[config.mk]
export PLATFORM = sky130hd
export DESIGN_NAME = aes_seq_ctrl_flat
export DESIGN_NICKNAME = d
export VERILOG_FILES = /design/src/rtl/aes_seq_ctrl_if.sv /design/src/rtl/aes_seq_ctrl.sv /design/src/flat_wrapper.sv
export SDC_FILE = /design/constraint.sdc
export NUM_CORES = 2
export LEC_CHECK = 0
export CORE_MARGIN = 4
export CORE_UTILIZATION = 30
export DETAILED_ROUTE_END_ITERATION = 8
export PLACE_DENSITY = 0.56
export SLEW_MARGIN = 5
export SYNTH_ARGS = -nofsm -noshare
export SYNTH_HDL_FRONTEND = slang
export SYNTH_SLANG_ARGS = --single-unit
export TNS_END_PERCENT = 10
[constraint.sdc]
create_clock -name clk -period 3.7 [get_ports clk]
set_input_delay 1.11 -clock clk [delete_from_list [all_inputs] [get_ports clk]]
set_output_delay 1.11 -clock clk [all_outputs]
set_load 0.02 [all_outputs]
[src/rtl/aes_seq_ctrl_if.sv]
// Bus bundle between the host/wrapper environment and the AES sequencer.
//   Request channel  : req_valid/req_ready plus key, block, keylen, encdec and rekey fields.
//   Result channel   : res_valid/res_ready plus res_data and res_err.
//   Status           : busy.
//   Wrapper bus      : control opcode and write_data toward the wrapper, data_out back from it.
// Modports: slave = the sequencer, master = its environment (host and wrapper).
interface aes_seq_ctrl_if;
    logic         req_valid;
    logic         req_ready;
    logic [255:0] req_key;
    logic [127:0] req_block;
    logic         req_keylen;
    logic         req_encdec;
    logic         req_rekey;
    logic         res_valid;
    logic         res_ready;
    logic [127:0] res_data;
    logic         res_err;
    logic         busy;
    logic [3:0]   control;
    logic [15:0]  write_data;
    logic [7:0]   data_out;

    modport slave (
        input  req_valid, req_key, req_block, req_keylen, req_encdec, req_rekey, res_ready,
               data_out,
        output req_ready, res_valid, res_data, res_err, busy, control, write_data
    );

    modport master (
        output req_valid, req_key, req_block, req_keylen, req_encdec, req_rekey, res_ready,
               data_out,
        input  req_ready, res_valid, res_data, res_err, busy, control, write_data
    );
endinterface

[src/rtl/aes_seq_ctrl.sv]
// Sequencer that runs one AES job on the wrapper's control/write/read bus for a single requester:
// config, key load, init, poll ready, block load, next, poll valid, read 16 result bytes, return.
// Key load and expansion are skipped when key and config match the last loaded set.
// Ports:
//   clk      rising-edge clock
//   reset_n  asynchronous active-low reset (shared with the wrapper)
//   bus      aes_seq_ctrl_if.slave: request/result handshakes, busy, wrapper bus
module aes_seq_ctrl #(
    parameter int unsigned GUARD   = 4,    // NOPs after an init/next pulse before first poll
    parameter int unsigned TIMEOUT = 1023, // max cycles in a wait state
    parameter int unsigned RD_LAT  = 1     // RESULT_OUT issue to data_out latency (1..2)
) (
    input  logic          clk,
    input  logic          reset_n,
    aes_seq_ctrl_if.slave bus
);
    typedef enum logic [3:0] {
        StIdle, StCfg, StKey, StInit, StGuardRdy, StWaitRdy,
        StBlk, StNext, StGuardVal, StWaitVal, StRead, StDone
    } state_e;

    localparam logic [3:0] CtlNop     = 4'd0;
    localparam logic [3:0] CtlBlockWe = 4'd1;
    localparam logic [3:0] CtlKeyWe   = 4'd2;
    localparam logic [3:0] CtlStatus  = 4'd3;
    localparam logic [3:0] CtlConfig  = 4'd4;
    localparam logic [3:0] CtlCtrl    = 4'd5;
    localparam logic [3:0] CtlResult  = 4'd6;

    localparam logic [4:0] GuardLast = 5'(GUARD == 0 ? 0 : GUARD - 1);
    localparam logic [4:0] RdLat     = 5'(RD_LAT);
    localparam logic [4:0] ReadLast  = 5'(15 + RD_LAT);
    localparam logic [9:0] TmoLast   = 10'(TIMEOUT - 1);

    state_e         state_q, state_d;
    logic [4:0]     cnt_q, cnt_d;
    logic [9:0]     tmo_q, tmo_d;
    logic [255:0]   key_q, key_d;
    logic [127:0]   blk_q, blk_d;
    logic           keylen_q, keylen_d;
    logic           encdec_q, encdec_d;
    logic [255:0]   ld_key_q, ld_key_d;
    logic           ld_keylen_q, ld_keylen_d;
    logic           ld_encdec_q, ld_encdec_d;
    logic           key_loaded_q, key_loaded_d;
    logic           res_valid_q, res_valid_d;
    logic           res_err_q, res_err_d;
    logic [127:0]   res_data_q, res_data_d;
    logic [3:0]     control_q, control_d;
    logic [15:0]    write_data_q, write_data_d;
    logic           rekey;
    logic           abort;

    assign rekey = bus.req_rekey | ~key_loaded_q | (bus.req_key != ld_key_q) |
                   (bus.req_keylen != ld_keylen_q) | (bus.req_encdec != ld_encdec_q);

    always_comb begin
        state_d      = state_q;
        cnt_d        = cnt_q;
        tmo_d        = tmo_q;
        key_d        = key_q;
        blk_d        = blk_q;
        keylen_d     = keylen_q;
        encdec_d     = encdec_q;
        ld_key_d     = ld_key_q;
        ld_keylen_d  = ld_keylen_q;
        ld_encdec_d  = ld_encdec_q;
        key_loaded_d = key_loaded_q;
        res_valid_d  = res_valid_q;
        res_err_d    = res_err_q;
        res_data_d   = res_data_q;
        abort        = 1'b0;

        unique case (state_q)
            StIdle: begin
                if (bus.req_valid) begin
                    key_d    = bus.req_key;
                    blk_d    = bus.req_block;
                    keylen_d = bus.req_keylen;
                    encdec_d = bus.req_encdec;
                    cnt_d    = '0;
                    state_d  = rekey ? StCfg : StBlk;
                end
            end
            StCfg: begin
                cnt_d   = '0;
                state_d = StKey;
            end
            StKey: begin
                if (cnt_q == 5'd15) begin
                    cnt_d   = '0;
                    state_d = StInit;
                end else begin
                    cnt_d = cnt_q + 5'd1;
                end
            end
            StInit: begin
                cnt_d   = '0;
                tmo_d   = '0;
                state_d = (GUARD == 0) ? StWaitRdy : StGuardRdy;
            end
            StGuardRdy: begin
                if (cnt_q == GuardLast) begin
                    cnt_d   = '0;
                    state_d = StWaitRdy;
                end else begin
                    cnt_d = cnt_q + 5'd1;
                end
            end
            StWaitRdy: begin
                if (bus.data_out[0]) begin
                    key_loaded_d = 1'b1;
                    ld_key_d     = key_q;
                    ld_keylen_d  = keylen_q;
                    ld_encdec_d  = encdec_q;
                    cnt_d        = '0;
                    state_d      = StBlk;
                end else if (tmo_q == TmoLast) begin
                    abort = 1'b1;
                end else begin
                    tmo_d = tmo_q + 10'd1;
                end
            end
            StBlk: begin
                if (cnt_q == 5'd7) begin
                    cnt_d   = '0;
                    state_d = StNext;
                end else begin
                    cnt_d = cnt_q + 5'd1;
                end
            end
            StNext: begin
                cnt_d   = '0;
                tmo_d   = '0;
                state_d = (GUARD == 0) ? StWaitVal : StGuardVal;
            end
            StGuardVal: begin
                if (cnt_q == GuardLast) begin
                    cnt_d   = '0;
                    state_d = StWaitVal;
                end else begin
                    cnt_d = cnt_q + 5'd1;
                end
            end
            StWaitVal: begin
                if (bus.data_out[1]) begin
                    cnt_d   = '0;
                    state_d = StRead;
                end else if (tmo_q == TmoLast) begin
                    abort = 1'b1;
                end else begin
                    tmo_d = tmo_q + 10'd1;
                end
            end
            StRead: begin
                // Bytes arrive RD_LAT cycles behind their issue; shifting in from the bottom
                // leaves the first byte read at [127:120] once all 16 are in.
                if (cnt_q >= RdLat) begin
                    res_data_d = {res_data_q[119:0], bus.data_out};
                end
                if (cnt_q == ReadLast) begin
                    res_valid_d = 1'b1;
                    res_err_d   = 1'b0;
                    state_d     = StDone;
                end else begin
                    cnt_d = cnt_q + 5'd1;
                end
            end
            StDone: begin
                if (bus.res_ready) begin
                    res_valid_d = 1'b0;
                    res_err_d   = 1'b0;
                    state_d     = StIdle;
                end
            end
            default: state_d = StIdle;
        endcase

        // Timeout: report an error result and force the next job through a full key load.
        if (abort) begin
            res_valid_d  = 1'b1;
            res_err_d    = 1'b1;
            res_data_d   = '0;
            key_loaded_d = 1'b0;
            state_d      = StDone;
        end

        // Bus outputs are registered, so they are decoded from the upcoming state and count.
        // For i in 0..15, 255-16i == {~i, 4'hf}; likewise 127-16i == {~i[2:0], 4'hf}.
        control_d    = CtlNop;
        write_data_d = '0;
        unique case (state_d)
            StCfg: begin
                control_d    = CtlConfig;
                write_data_d = {14'b0, keylen_d, encdec_d};
            end
            StKey: begin
                control_d    = CtlKeyWe;
                write_data_d = key_d[{~cnt_d[3:0], 4'hf} -: 16];
            end
            StInit: begin
                control_d    = CtlCtrl;
                write_data_d = 16'h0001;
            end
            StBlk: begin
                control_d    = CtlBlockWe;
                write_data_d = blk_d[{~cnt_d[2:0], 4'hf} -: 16];
            end
            StNext: begin
                control_d    = CtlCtrl;
                write_data_d = 16'h0002;
            end
            StWaitRdy, StWaitVal: control_d = CtlStatus;
            StRead: begin
                if (cnt_d < 5'd16) control_d = CtlResult;
            end
            default: ;
        endcase
    end

    always_ff @(posedge clk or negedge reset_n) begin
        if (!reset_n) begin
            state_q      <= StIdle;
            cnt_q        <= '0;
            tmo_q        <= '0;
            key_q        <= '0;
            blk_q        <= '0;
            keylen_q     <= 1'b0;
            encdec_q     <= 1'b0;
            ld_key_q     <= '0;
            ld_keylen_q  <= 1'b0;
            ld_encdec_q  <= 1'b0;
            key_loaded_q <= 1'b0;
            res_valid_q  <= 1'b0;
            res_err_q    <= 1'b0;
            res_data_q   <= '0;
            control_q    <= CtlNop;
            write_data_q <= '0;
        end else begin
            state_q      <= state_d;
            cnt_q        <= cnt_d;
            tmo_q        <= tmo_d;
            key_q        <= key_d;
            blk_q        <= blk_d;
            keylen_q     <= keylen_d;
            encdec_q     <= encdec_d;
            ld_key_q     <= ld_key_d;
            ld_keylen_q  <= ld_keylen_d;
            ld_encdec_q  <= ld_encdec_d;
            key_loaded_q <= key_loaded_d;
            res_valid_q  <= res_valid_d;
            res_err_q    <= res_err_d;
            res_data_q   <= res_data_d;
            control_q    <= control_d;
            write_data_q <= write_data_d;
        end
    end

    assign bus.req_ready  = (state_q == StIdle);
    assign bus.busy       = (state_q != StIdle);
    assign bus.res_valid  = res_valid_q;
    assign bus.res_err    = res_err_q;
    assign bus.res_data   = res_data_q;
    assign bus.control    = control_q;
    assign bus.write_data = write_data_q;
endmodule

[src/flat_wrapper.sv]
// flat-port wrapper written by rule: the top's interface ports become plain ports
module aes_seq_ctrl_flat 
#(
    parameter int unsigned GUARD   = 4,                                                      
    parameter int unsigned TIMEOUT = 1023,                              
    parameter int unsigned RD_LAT  = 1                                                   
)
  (clk, reset_n, bus_req_valid, bus_req_key, bus_req_block, bus_req_keylen, bus_req_encdec, bus_req_rekey, bus_res_ready, bus_data_out, bus_req_ready, bus_res_valid, bus_res_data, bus_res_err, bus_busy, bus_control, bus_write_data);
  aes_seq_ctrl_if bus_i ();
  input  logic clk;
  input  logic reset_n;
  input wire logic [$bits(bus_i.req_valid)-1:0] bus_req_valid;
  input wire logic [$bits(bus_i.req_key)-1:0] bus_req_key;
  input wire logic [$bits(bus_i.req_block)-1:0] bus_req_block;
  input wire logic [$bits(bus_i.req_keylen)-1:0] bus_req_keylen;
  input wire logic [$bits(bus_i.req_encdec)-1:0] bus_req_encdec;
  input wire logic [$bits(bus_i.req_rekey)-1:0] bus_req_rekey;
  input wire logic [$bits(bus_i.res_ready)-1:0] bus_res_ready;
  input wire logic [$bits(bus_i.data_out)-1:0] bus_data_out;
  output wire logic [$bits(bus_i.req_ready)-1:0] bus_req_ready;
  output wire logic [$bits(bus_i.res_valid)-1:0] bus_res_valid;
  output wire logic [$bits(bus_i.res_data)-1:0] bus_res_data;
  output wire logic [$bits(bus_i.res_err)-1:0] bus_res_err;
  output wire logic [$bits(bus_i.busy)-1:0] bus_busy;
  output wire logic [$bits(bus_i.control)-1:0] bus_control;
  output wire logic [$bits(bus_i.write_data)-1:0] bus_write_data;
  assign bus_i.req_valid = bus_req_valid;
  assign bus_i.req_key = bus_req_key;
  assign bus_i.req_block = bus_req_block;
  assign bus_i.req_keylen = bus_req_keylen;
  assign bus_i.req_encdec = bus_req_encdec;
  assign bus_i.req_rekey = bus_req_rekey;
  assign bus_i.res_ready = bus_res_ready;
  assign bus_i.data_out = bus_data_out;
  assign bus_req_ready = bus_i.req_ready;
  assign bus_res_valid = bus_i.res_valid;
  assign bus_res_data = bus_i.res_data;
  assign bus_res_err = bus_i.res_err;
  assign bus_busy = bus_i.busy;
  assign bus_control = bus_i.control;
  assign bus_write_data = bus_i.write_data;
  aes_seq_ctrl #(.GUARD(GUARD), .TIMEOUT(TIMEOUT), .RD_LAT(RD_LAT)) u_core (.clk(clk), .reset_n(reset_n), .bus(bus_i));
endmodule
Yosys cells after proc, flatten, opt, wreduce, memory -nomap -nowiden
Cells that the tools add are included.

Bitwise gates (word level): 7. Equal/unequal tests: 31. Muxes and demuxes: 52. Order comparisons: 2. Shift operators: 2. Reduce and logical (&&, ||, !) cells: 18. $add $sub $neg: 2.

Operator list (count): $mux W128 (5); $mux W256 (2); $shiftx A271 B9 Y16 (1); $ne A256 B256 Y1 (1); $shiftx A143 B8 Y16 (1); $pmux W16 S5 (1); $pmux W4 S12 (1); $mux W4 (10); $pmux W5 S8 (1); $mux W5 (7); $mux W10 (3); $pmux W10 S3 (1); $eq A4 B3 Y1 const B (7); $eq A4 B4 Y1 const B (6); $pmux W4 S6 (1); $eq A4 B2 Y1 const B (4); $mux W1 (15); $add A10 B1 Y10 const B (1); $eq A10 B10 Y1 const B (1); $eq A4 B1 Y1 const B (2); $reduce_bool A2 Y1 (4); $reduce_or A2 Y1 (4); $mux W3 (2); $pmux W1 S2 (3); 21 further kinds (30).

Output and inout port bits: 152. Logic and storage cells: 130. Input port bits: 399. Register bits after elaboration: 814.

Depth between registers and ports, before layout
Depth in word-level cells: 12. Depth in mapped cells: 17.

Least setup slack after synthesis
Ideal clock, no wire load.

Path type: in2reg. Start: input bus_req_key[206]. End: register u_core.write_data_q[11], in the netlist u_core.bus.write_data[11]. Buffers on the path: 1. Data required time: 3.636 ns. Setup slack: 0.382 ns. Stages on the path: 10. Arrival time: 3.254 ns. Cell sequence: nor2b_1 a2111o_1 a2111oi_0 nand4_1 nor4_1 nand4_1 a2bb2oi_1 clkbuf_1 a211oi_1 a21o_1.

Longest elaborated chain between the ends: 10. Elaborated cells on any way between the ends: 17.

Ends and longest elaborated chain: from (decl) (line flat_wrapper.sv:13) `input wire logic [$bits(bus_i.req_key)-1:0] bus_req_key;`; $ne A256 B256 Y1 (line aes_seq_ctrl.sv:54) `assign rekey = bus.req_rekey | ~key_loaded_q | (bus.req_key != ld_key_q) |`; $or A1 B1 Y1 (2 in a row) (line aes_seq_ctrl.sv:54); $or A1 B1 Y1 (line aes_seq_ctrl.sv:55) `(bus.req_keylen != ld_keylen_q) | (bus.req_encdec != ld_encdec_q);`; $mux W3 (line aes_seq_ctrl.sv:82) `state_d = rekey ? StCfg : StBlk;`; $mux W4 (line aes_seq_ctrl.sv:76) `if (bus.req_valid) begin`; $pmux W4 S12 (line aes_seq_ctrl.sv:74) `unique case (state_q)`; $mux W4 (line aes_seq_ctrl.sv:180) `if (abort) begin`; $eq A4 B3 Y1 (tied with other cells) (line aes_seq_ctrl.sv:192) `unique case (state_d)`; $pmux W16 S5 * (line aes_seq_ctrl.sv:192); via u_core.write_data_d[11] (line aes_seq_ctrl.sv:50) `logic [15:0] write_data_q, write_data_d;`; to (signal assigned) (line aes_seq_ctrl.sv:255) `write_data_q <= write_data_d;`; to (decl) (line aes_seq_ctrl.sv:50).

The timed path passes the listed nets; every way through them passes the cells marked *. A chain may end at the register's enable or synchronous reset.

Worst setup path after layout
Start: input bus_req_key[80]. End: register u_core.control_q[0], in the netlist u_core.bus.control[0].

Longest elaborated chain between the ends: 11. Elaborated cells on any way between the ends: 19.

Ends and longest elaborated chain: $ne A256 B256 Y1 * (line aes_seq_ctrl.sv:54); $or A1 B1 Y1 * (2 in a row) (line aes_seq_ctrl.sv:54); $or A1 B1 Y1 * (line aes_seq_ctrl.sv:55); $mux W3 * (line aes_seq_ctrl.sv:82); $mux W4 * (line aes_seq_ctrl.sv:76); $pmux W4 S12 * (line aes_seq_ctrl.sv:74); $mux W4 * (line aes_seq_ctrl.sv:180); via u_core.state_d[0] (line aes_seq_ctrl.sv:35) `state_e state_q, state_d;`; $eq A4 B3 Y1 (tied with other cells) (line aes_seq_ctrl.sv:192); $reduce_or A2 Y1 (on tied branches); $pmux W4 S6 * (line aes_seq_ctrl.sv:192); via u_core.control_d[0] (line aes_seq_ctrl.sv:49) `logic [3:0] control_q, control_d;`; to (signal assigned) (line aes_seq_ctrl.sv:237) `control_q <= CtlNop;`; to (signal assigned) (line aes_seq_ctrl.sv:254) `control_q <= control_d;`; to (decl) (line aes_seq_ctrl.sv:49).

Marks and branches as above.

==> results.yml <==
run_status:
  status: "complete, no violations"
floorplan:
  die_w_um: 362.9
  core-area_um2: 124400
  die_y_um: 362.9
  num_rows: 129
  ios: 551
  die_area_um2: 131700
  initial_core_util: 0.3037
global_routing:
  track_usage: 0.2441
  overflow: 0
  grt_max_degree: 97
  grt_pass1_vias: 33227
  antenna_found_initial: 43
  grt_pass1_wl_mm: 234.1
worst_setup_path:
  arrival_ns: 4.15
  cp_max_fo: 6
  crit_type: "primary input to register"
  reg2reg_from: "u_core.cnt_q[0]"
  r2r_cells: 16
  ff2ff_setup_slack_ns: 0.25
  setup.worst_path.end_class: "register"
  timing.rr.end: "u_core.bus.write_data[6]"
  startpoint_type: "primary input"
  critPathRequiredTime_ns: 4.22
synthesis:
  synth_most_common_cell: "nand2_1"
  syn-num-nets: 4323
  async_flop_share: 1.000
  yosysWarningCount: 0
  synth_edf_count: 0
  yosysTopAreaCell: "dfrtp_1"
  netlist_top_cells_area: "dfrtp_1, nand2_1, mux2_2"
  postSynthAreaPerCell_um2: 9.649
  synth-main-ff-cell: "dfrtp_1"
  ys_ff_latch: 813
  synth_common_cells: "nand2_1, dfrtp_1, mux2_2"
  postSynthCellCount: 3917
  ys_seq_area_frac: 0.5383
  yosysTopAreaCellShare: 0.5383
  netlist_area_um2: 37790
  synth_cell_types: 74
clocking:
  cts_root_buffer: "clkbuf_16"
  post_cts_buffers: 0
  cts.clk_slew.worst_paths_ns: 0.06
  cts_tree: "built"
  tritoncts.num_buffers: 95
  cts_num_sinks: 813
  postCtsHoldBufs: 0
  insertion_delay_ns: 0.72
  clockBufferDepth: 3
  htreeDepth: 3
route:
  vias: 33149
  drc: 0
  detail-route-antenna-nets: 0
  routedWlPerCell_um: 25.06
  dr.pass1.iters: 5
  wirelength_mm: 165.4
  vias_per_cell: 5.022
  drt_iter0_drc: 3049
power_and_ir_drop:
  powerDensity_nw_per_um2: 937.6
  p_leak_uw: 0.02515
  peakVddDrop_mv: 0.4550
finish:
  num-nets-final: 5275
  post-route-cell-area_um2: 52460
  area_growth_pct: 38.80
  drive_gt1_frac: 0.1975
  fill_cells: 12121
hold_path:
  min_path_type: "primary input to async pin"
place:
  gp_congestion: 0.9769
  dp_hpwl_mm: 131.3
  port_buffers: 549
  place_area_um2: 49110
sta:
  fin_skew_ns: 0.08264
  fmax_ghz: 0.2756
  finalCriticalPeriod_ns: 3.629
  drv_slew: 0
  finalCritPeriodShare: 0.9807
  tns_ns: 0
  hold_viol: 0
  worstMarginPinSlew_ns: 1.008
  max_slew_margin: 0.3219
  setup_viol: 0
job:
  drv_cap: 0
cells by family (layout without fill, tap and decap cells):
logic type | Yosys count | count (layout) | share of synthesized area
buf+inv | 348 | 1373 | 0.04039
simple gates | 1679 | 1679 | 0.1822
other cells | 1 | 23 | 0.00009922
mux | 373 | 373 | 0.1076
fa+ha+maj | 7 | 7 | 0.002317
xor+xnor | 139 | 139 | 0.03221
compound gates | 557 | 557 | 0.09697
flops | 813 | 813 | 0.5383
placed cells by master, fill, tap and decap left out, types with 5 or more instances in the layout:
cell type,n
a21oi_1,32
bufinv_16,5
nand2b_1,52
a22o_1,23
a31oi_1,42
a2111o_1,7
dfrtp_1,813
nor2b_1,35
buf_12,63
diode_2,22
a311o_1,12
nor4_1,36
a21o_1,15
o21ai_0,225
nand3_1,45
clkbuf_16,97
a311oi_1,31
clkbuf_1,19
clkdlybuf4s50_1,546
o2bb2ai_1,7
inv_1,124
nor2_1,124
mux2_2,265
nand4_1,31
clkinv_2,14
a221oi_1,18
xor2_1,56
or3_1,5
o22ai_1,43
nand2_1,1311
o211ai_1,6
ha_1,7
nor3_1,9
clkbuf_8,26
a211oi_1,35
xnor2_1,82
buf_4,465
o2111ai_1,14
mux2i_1,108
what timing repair did:
item / 4_1_cts / 5_1_grt
pin swaps: 0 / 1
resized for setup: 5 / 9
setup endpoints to repair: 19 / 19
report_power, final:
group          switching [uW]  internal, uW  leakage (uW)
Combinational           14000         10600        0.0135
Clock                    4000          5690       0.00159
Sequential               2270         12600        0.0101
registers in the layout (all words and copies together), names as in the netlist:
register and count:
u_core.bus.control 3, u_core.key_loaded_q 1, u_core.cnt_q 5, u_core.blk_q 128
u_core.bus.write_data 16, u_core.tmo_q 10, u_core.bus.res_err 1, u_core.key_q 256
u_core.state_q 4, u_core.ld_keylen_q 1, u_core.bus.res_valid 1, u_core.encdec_q 1
u_core.bus.res_data 128, u_core.keylen_q 1, u_core.ld_encdec_q 1, u_core.ld_key_q 256
per-layer routing:
layer  part of all wire  vias to the layer above  global-route usage
met5             0.0011                        -                   0
met4              0.050                       30              0.1038
met3              0.083                      312             0.06459
met2               0.45                     1273              0.3885
met1               0.41                    16406              0.3149
li1                   -                    15128                   -
how the worst max path moves through the flow:
stage	from	end	slack, ns
after floorplan	bus_req_key[206]	u_core.bus.write_data[11]	0.38
after global placement	bus_req_key[225]	u_core.bus.write_data[13]	-1.03
after detailed placement	bus_req_key[225]	u_core.bus.write_data[13]	-0.94
after CTS	bus_req_key[201]	u_core.bus.write_data[13]	0.004
after global routing	bus_req_key[225]	u_core.bus.control[0]	-0.007
final	bus_req_key[80]	u_core.bus.control[0]	0.07
through the flow:
step	total power, uW	setup slack (ns)	util	hold WS (ns)	cells
4_1_cts	49180	0.003709	0.4206	0.3625	6579
3_5_place_dp	39280	-0.9396	0.3947	0.4560	6409
6_report	49190	0.07144	0.4216	0.3834	6601
5_1_grt	51680	-0.007001	0.4212	0.3862	6581
3_3_place_gp	38990	-1.028	0.3947	0.4513	6409
2_1_floorplan	26180	0.3819	-	0.4358	3917
worst max-delay path: stages:
cell and delay [ns]:
clkdlybuf4s50_1 0.50, buf_4 0.19, nand2b_1 0.24, o2111ai_1 0.34
nor4_1 0.36, nand4_1 0.15, nor4_2 0.26, buf_4 0.15
nand4_1 0.20, buf_4 0.25, a21o_1 0.20, o211ai_1 0.11
nand2_1 0.08
layout make-up:
type / instances / area [um2] / area share
Timing Repair Buffer: 1077 / 10250 / 0.1955
Inverter: 126 / 473.0 / 0.009015
Multi-Input combinational cell: 2756 / 16070 / 0.3063
Clock inverter: 28 / 361.6 / 0.006893
Tap cell: 1637 / 2048 / 0.03904
Antenna cell: 22 / 55.05 / 0.001049
Clock buffer: 142 / 2856 / 0.05445
Sequential cell: 813 / 20340 / 0.3878
(Power assumes the default switching activity.)
